**src/rtl/syscall_unit_pkg.sv**
```systemverilog
// Shared definitions for the syscall unit: default codes, counter width and FSM states.
package syscall_unit_pkg;

    localparam int unsigned CNT_W_DEF   = 32;
    localparam int unsigned SC_SHOW_DEF = 34;
    localparam int unsigned SC_HALT_DEF = 10;

    typedef enum logic [1:0] {
        ST_RUN      = 2'd0,
        ST_WAIT_ACK = 2'd1,
        ST_HALT     = 2'd2
    } state_t;

endpackage

```
**src/rtl/syscall_unit_stat_counter.sv**
```systemverilog
// Free-running statistics counter: increments by one on inc, wraps modulo 2^W.
module stat_counter #(
    parameter int unsigned W = 32
) (
    input  logic         clk,
    input  logic         rst_n,
    input  logic         inc,
    output logic [W-1:0] count
);

    // Count qualified events; natural wrap, no overflow flag.
    always_ff @(posedge clk or negedge rst_n) begin
        if (!rst_n) begin
            count <= '0;
        end else if (inc) begin
            count <= count + W'(1);
        end
    end

endmodule

```
**src/rtl/syscall_unit.sv**
```systemverilog
// Syscall handling unit: display handshake, halt/resume and retire statistics.
module syscall_unit
    import syscall_unit_pkg::*;
#(
    parameter int unsigned CNT_W   = CNT_W_DEF,
    parameter int unsigned SC_SHOW = SC_SHOW_DEF,
    parameter int unsigned SC_HALT = SC_HALT_DEF
) (
    input  logic             clk,
    input  logic             rst_n,
    input  logic             en,
    input  logic             syscall_en,
    input  logic             is_jump,
    input  logic             is_branch,
    input  logic             branch_taken,
    input  logic [31:0]      v0,
    input  logic [31:0]      a0,
    input  logic             resume,
    output logic             stall,
    output logic             halted,
    output logic             disp_valid,
    input  logic             disp_ready,
    output logic [31:0]      disp_data,
    output logic [CNT_W-1:0] cnt_instr,
    output logic [CNT_W-1:0] cnt_jump,
    output logic [CNT_W-1:0] cnt_btaken
);

    state_t state;
    logic   retire;
    logic   is_show;
    logic   is_halt;

    assign is_show = (v0 == SC_SHOW);
    assign is_halt = (v0 == SC_HALT);

    // Status outputs decode the state register directly.
    always_comb begin
        stall      = (state != ST_RUN);
        halted     = (state == ST_HALT);
        disp_valid = (state == ST_WAIT_ACK);
        retire     = en & ~stall;
    end

    // Control FSM; disp_data is captured only on a SHOW retire so it stays stable while valid.
    always_ff @(posedge clk or negedge rst_n) begin
        if (!rst_n) begin
            state     <= ST_RUN;
            disp_data <= '0;
        end else begin
            case (state)
                ST_RUN: begin
                    if (retire && syscall_en) begin
                        if (is_show) begin
                            disp_data <= a0;
                            state     <= ST_WAIT_ACK;
                        end else if (is_halt) begin
                            state <= ST_HALT;
                        end
                    end
                end
                ST_WAIT_ACK: begin
                    if (disp_ready) begin
                        state <= ST_RUN;
                    end
                end
                ST_HALT: begin
                    if (resume) begin
                        state <= ST_RUN;
                    end
                end
                default: state <= ST_RUN;
            endcase
        end
    end

    stat_counter #(.W(CNT_W)) u_cnt_instr (
        .clk   (clk),
        .rst_n (rst_n),
        .inc   (retire),
        .count (cnt_instr)
    );

    stat_counter #(.W(CNT_W)) u_cnt_jump (
        .clk   (clk),
        .rst_n (rst_n),
        .inc   (retire & is_jump),
        .count (cnt_jump)
    );

    stat_counter #(.W(CNT_W)) u_cnt_btaken (
        .clk   (clk),
        .rst_n (rst_n),
        .inc   (retire & is_branch & branch_taken),
        .count (cnt_btaken)
    );

endmodule

```
**config.mk**
```make
export PLATFORM = sky130hd
export DESIGN_NAME = syscall_unit
export DESIGN_NICKNAME = d
export VERILOG_FILES = /design/src/rtl/syscall_unit_pkg.sv /design/src/rtl/syscall_unit_stat_counter.sv /design/src/rtl/syscall_unit.sv
export SDC_FILE = /design/constraint.sdc
export NUM_CORES = 1
export LEC_CHECK = 0
export ABC_AREA = 0
export CAP_MARGIN = 40
export CORE_MARGIN = 2
export CORE_UTILIZATION = 45
export CTS_CLUSTER_DIAMETER = 200
export CTS_CLUSTER_SIZE = 40
export DETAILED_ROUTE_END_ITERATION = 8
export GPL_ROUTABILITY_DRIVEN = 0
export HOLD_SLACK_MARGIN = 0.08
export PLACE_DENSITY = 0.79
export RECOVER_POWER = 100
export SLEW_MARGIN = 10
export SYNTH_ARGS = -nofsm -noshare
export SYNTH_HDL_FRONTEND = slang
export SYNTH_SLANG_ARGS = --single-unit
```
**constraint.sdc**
```tcl
create_clock -name clk -period 2.6 [get_ports clk]
set_clock_uncertainty 0.15 [all_clocks]
set_input_delay 0.39 -clock clk [delete_from_list [all_inputs] [get_ports clk]]
set_output_delay 0.39 -clock clk [all_outputs]
set_load 0.02 [all_outputs]
```
==> results.json, run 1 <==
{
  "status": "finished, final reports clean",
  "crit_path_max_incr_delay_ns": 0.47,
  "total_power_mw": 5.600,
  "grt_max_degree": 66,
  "yosys_most_used_dff": "dfrtp_1",
  "die_h_um": 117.8,
  "cts_num_sinks": 130,
  "path_clk_slew_ns": 0.05,
  "final_cell_mix": "dlygate4sd3_1 (132), dfrtp_1 (130), xnor2_1 (78)",
  "h-tree-depth": 4,
  "drc": 0,
  "synth_edf_count": 0,
  "cts_tree": "yes",
  "power_density_nw_per_um2": 646.3,
  "cap_viol_max_count": 0,
  "syn_area_um2": 5832,
  "synthArstFlopShare_pct": 100.0,
  "min_path_cells": 1,
  "hold_ws_ns": 0.3250,
  "ios": 204,
  "cp.required_ns": 2.75,
  "routed_wl_um": 15320,
  "postPlaceCellArea_um2": 8154,
  "grt_first_pass_wirelength_um": 25470,
  "worstMarginPinSlew_ns": 1.057,
  "syn2layout_area_growth_pct": 48.57,
  "grt_util_all_layers_pct": 23.20,
  "drt-vias-per-instance": 5.224,
  "clock.fmax_ghz": 0.4137,
  "cp.arrival_ns": 2.57,
  "final-max-slew-violation-count": 0,
  "hold_buffers": 1,
  "yosysSeqAreaShare_pct": 55.78,
  "synth_cell_types": 37,
  "path_class": "in -> reg",
  "cp-end-kind": "flip-flop",
  "synth_area_per_cell_um2": 11.95,
  "setup_viol": 0,
  "finalCoreUtilization_pct": 68.66,
  "netlist_instances": 488,
  "ys_seq_elements": 130,
  "min_path_type": "reg -> reg",
  "cts_buffer_depth": 2,
  "nets": 793,
  "worstPathCellList": "clkdlybuf4s50_1 > nor4_1 > nand4_1 > nor4_2 > buf_4 > mux2_2",
  "fin_area_um2": 8665,
  "port_buffers": 203,
  "final_common_cell": "dlygate4sd3_1",
  "hold_viol_final": 0,
  "slowest_stage": "nor4_1",
  "drt-initial-drc-count": 269,
  "final.setup.worst_slack_ns": 0.1827,
  "firstDrtPassIters": 4,
  "tns_ns": 0,
  "gr-total-overflow": 0,
  "worstRegToRegCells": 4,
  "postCtsSetupBuffers": 0,
  "path_max_fanout": 16,
  "ir_worst_vdd_mv": 0.4090,
  "post_drt_wl_per_cell_um": 17.00,
  "leakage_nw": 4.034,
  "start_kind": "input port",
  "core_um2": 12620,
  "dr_total_vias": 4707,
  "stdcell_count": 901,
  "die_x_um": 117.8,
  "grt_pass1_vias": 4955,
  "min_period_ns": 2.417,
  "grt_antenna_before_repair": 0,
  "cp_top_family": "simple AND/OR/NAND/NOR gates",
  "start_util_pct": 46.21,
  "cts_resized": 0,
  "clock-root-buffer": "clkbuf_16",
  "dieArea_um2": 13890,
  "layout-drive-gt1-share_pct": 10.56,
  "diodes": 0,
  "crit_buf_inv": 2,
  "syn-num-nets": 564,
  "hpwlAfterDp_um": 11200,
  "dp.cells": 869,
  "dpl_worst_slack_ns": -0.2122,
  "clk_latency_ns": 0.42,
  "antenna_left": 0,
  "post-route-period-util_pct": 92.97,
  "ys_warn_count": 0,
  "rsz0062_at_grt": "no",
  "multi_input_area_um2": 2404,
  "ff_latch_area_um2": 3253,
  "slew_headroom_pct": 29.53,
  "num_rows": 41,
  "cp_num_cells": 6,
  "cts_inserted_buffers": 17,
  "fill_cells": 979
}
==> registers in the layout (all words and copies together), names as in the netlist <==
signal              count
u_cnt_instr.count      32
u_cnt_btaken.count     32
disp_data              32
u_cnt_jump.count       32
state                   2
==> Yosys cell counts (2+ instances only) <==
library cell	n	area share (%)
buf_4	3	0.39
dfrtp_1	130	56
nor2_1	15	0.97
xor2_1	15	2.3
mux2_1	2	0.39
clkbuf_1	3	0.19
ha_1	3	0.64
nand2_1	32	2.1
inv_1	14	0.90
xnor2_1	78	12
nand3_1	36	3.1
and3_1	10	1.1
nor4_4	4	1.5
nor3_2	2	0.34
nor3_1	9	0.77
nor4_1	15	1.6
mux2_2	32	6.2
and2_1	7	0.75
or2_2	2	0.21
buf_6	2	0.39
nor2b_1	2	0.21
nand4_1	47	5.0
and4_1	7	1.1
or3_1	2	0.21
buf_2	4	0.34
==> where the power goes <==
part	switching (mW)	internal, mW	total [mW]
clock	0.865	1.54	2.41
combinational	0.438	0.409	0.847
sequential	0.184	2.16	2.35
total	1.49	4.11	5.60
==> logic make-up after synthesis <==
logic type      synth area share (%)
flops                          55.78
compound gates                0.3004
fa+ha+maj                     0.6437
simple gates                   20.53
xor+xnor                       13.97
buf+inv                        2.210
mux                            6.565
==> layer usage <==
| metal | vias to the layer above | global-route usage, % | part of all wire (%) |
|---|---|---|---|
| met5 | - | 0 | 0 |
| met2 | 163 | 38.41 | 49 |
| li1 | 2189 | - | - |
| met3 | 35 | 8.285 | 7.1 |
| met4 | 0 | 10.02 | 2.6 |
| met1 | 2320 | 27.26 | 41 |
==> layout make-up <==
class,instances,area share (%)
Multi-Input combinational cell,332,27.74
Timing Repair Buffer,222,24.78
Clock buffer,20,5.271
Tap cell,172,2.484
Clock inverter,11,1.574
Sequential cell,130,37.55
Inverter,14,0.6065
==> path summary, 6_finish.rpt <==
check | startpoint | end | slack, ns
min reg2reg | u_cnt_jump.count[31]$_DFFE_PN0P_ | u_cnt_jump.count[31]$_DFFE_PN0P_ | 0.33
max reg2reg | state[1]$_DFFE_PN0P_ | u_cnt_instr.count[17]$_DFFE_PN0N_ | 0.33
min in group asynchronous | rst_n | u_cnt_instr.count[16]$_DFFE_PN0N_ | 0.53
max | v0[18] | disp_data[3]$_DFFE_PN0P_ | 0.18
max in group asynchronous | rst_n | u_cnt_jump.count[10]$_DFFE_PN0P_ | 0.44
min | u_cnt_jump.count[31]$_DFFE_PN0P_ | u_cnt_jump.count[31]$_DFFE_PN0P_ | 0.33
(Power assumes the default switching activity.)
==> run 2, diff against run 1 <==
- ABC_CLOCK_PERIOD_IN_PS: not set -> 2600
- SKIP_CTS_REPAIR_TIMING: not set -> 1
==> results of run 2 <==
Same layout as run 1: the final DEF is identical, and so are final timing and power.
Main changes from that run: wire length of the first global-routing pass 25470 um -> 25440 um; via count of the first global-routing pass 4955 -> 4943; overall routing resource usage 23.20% -> 23.18%; met2 usage 38.41% -> 38.34%
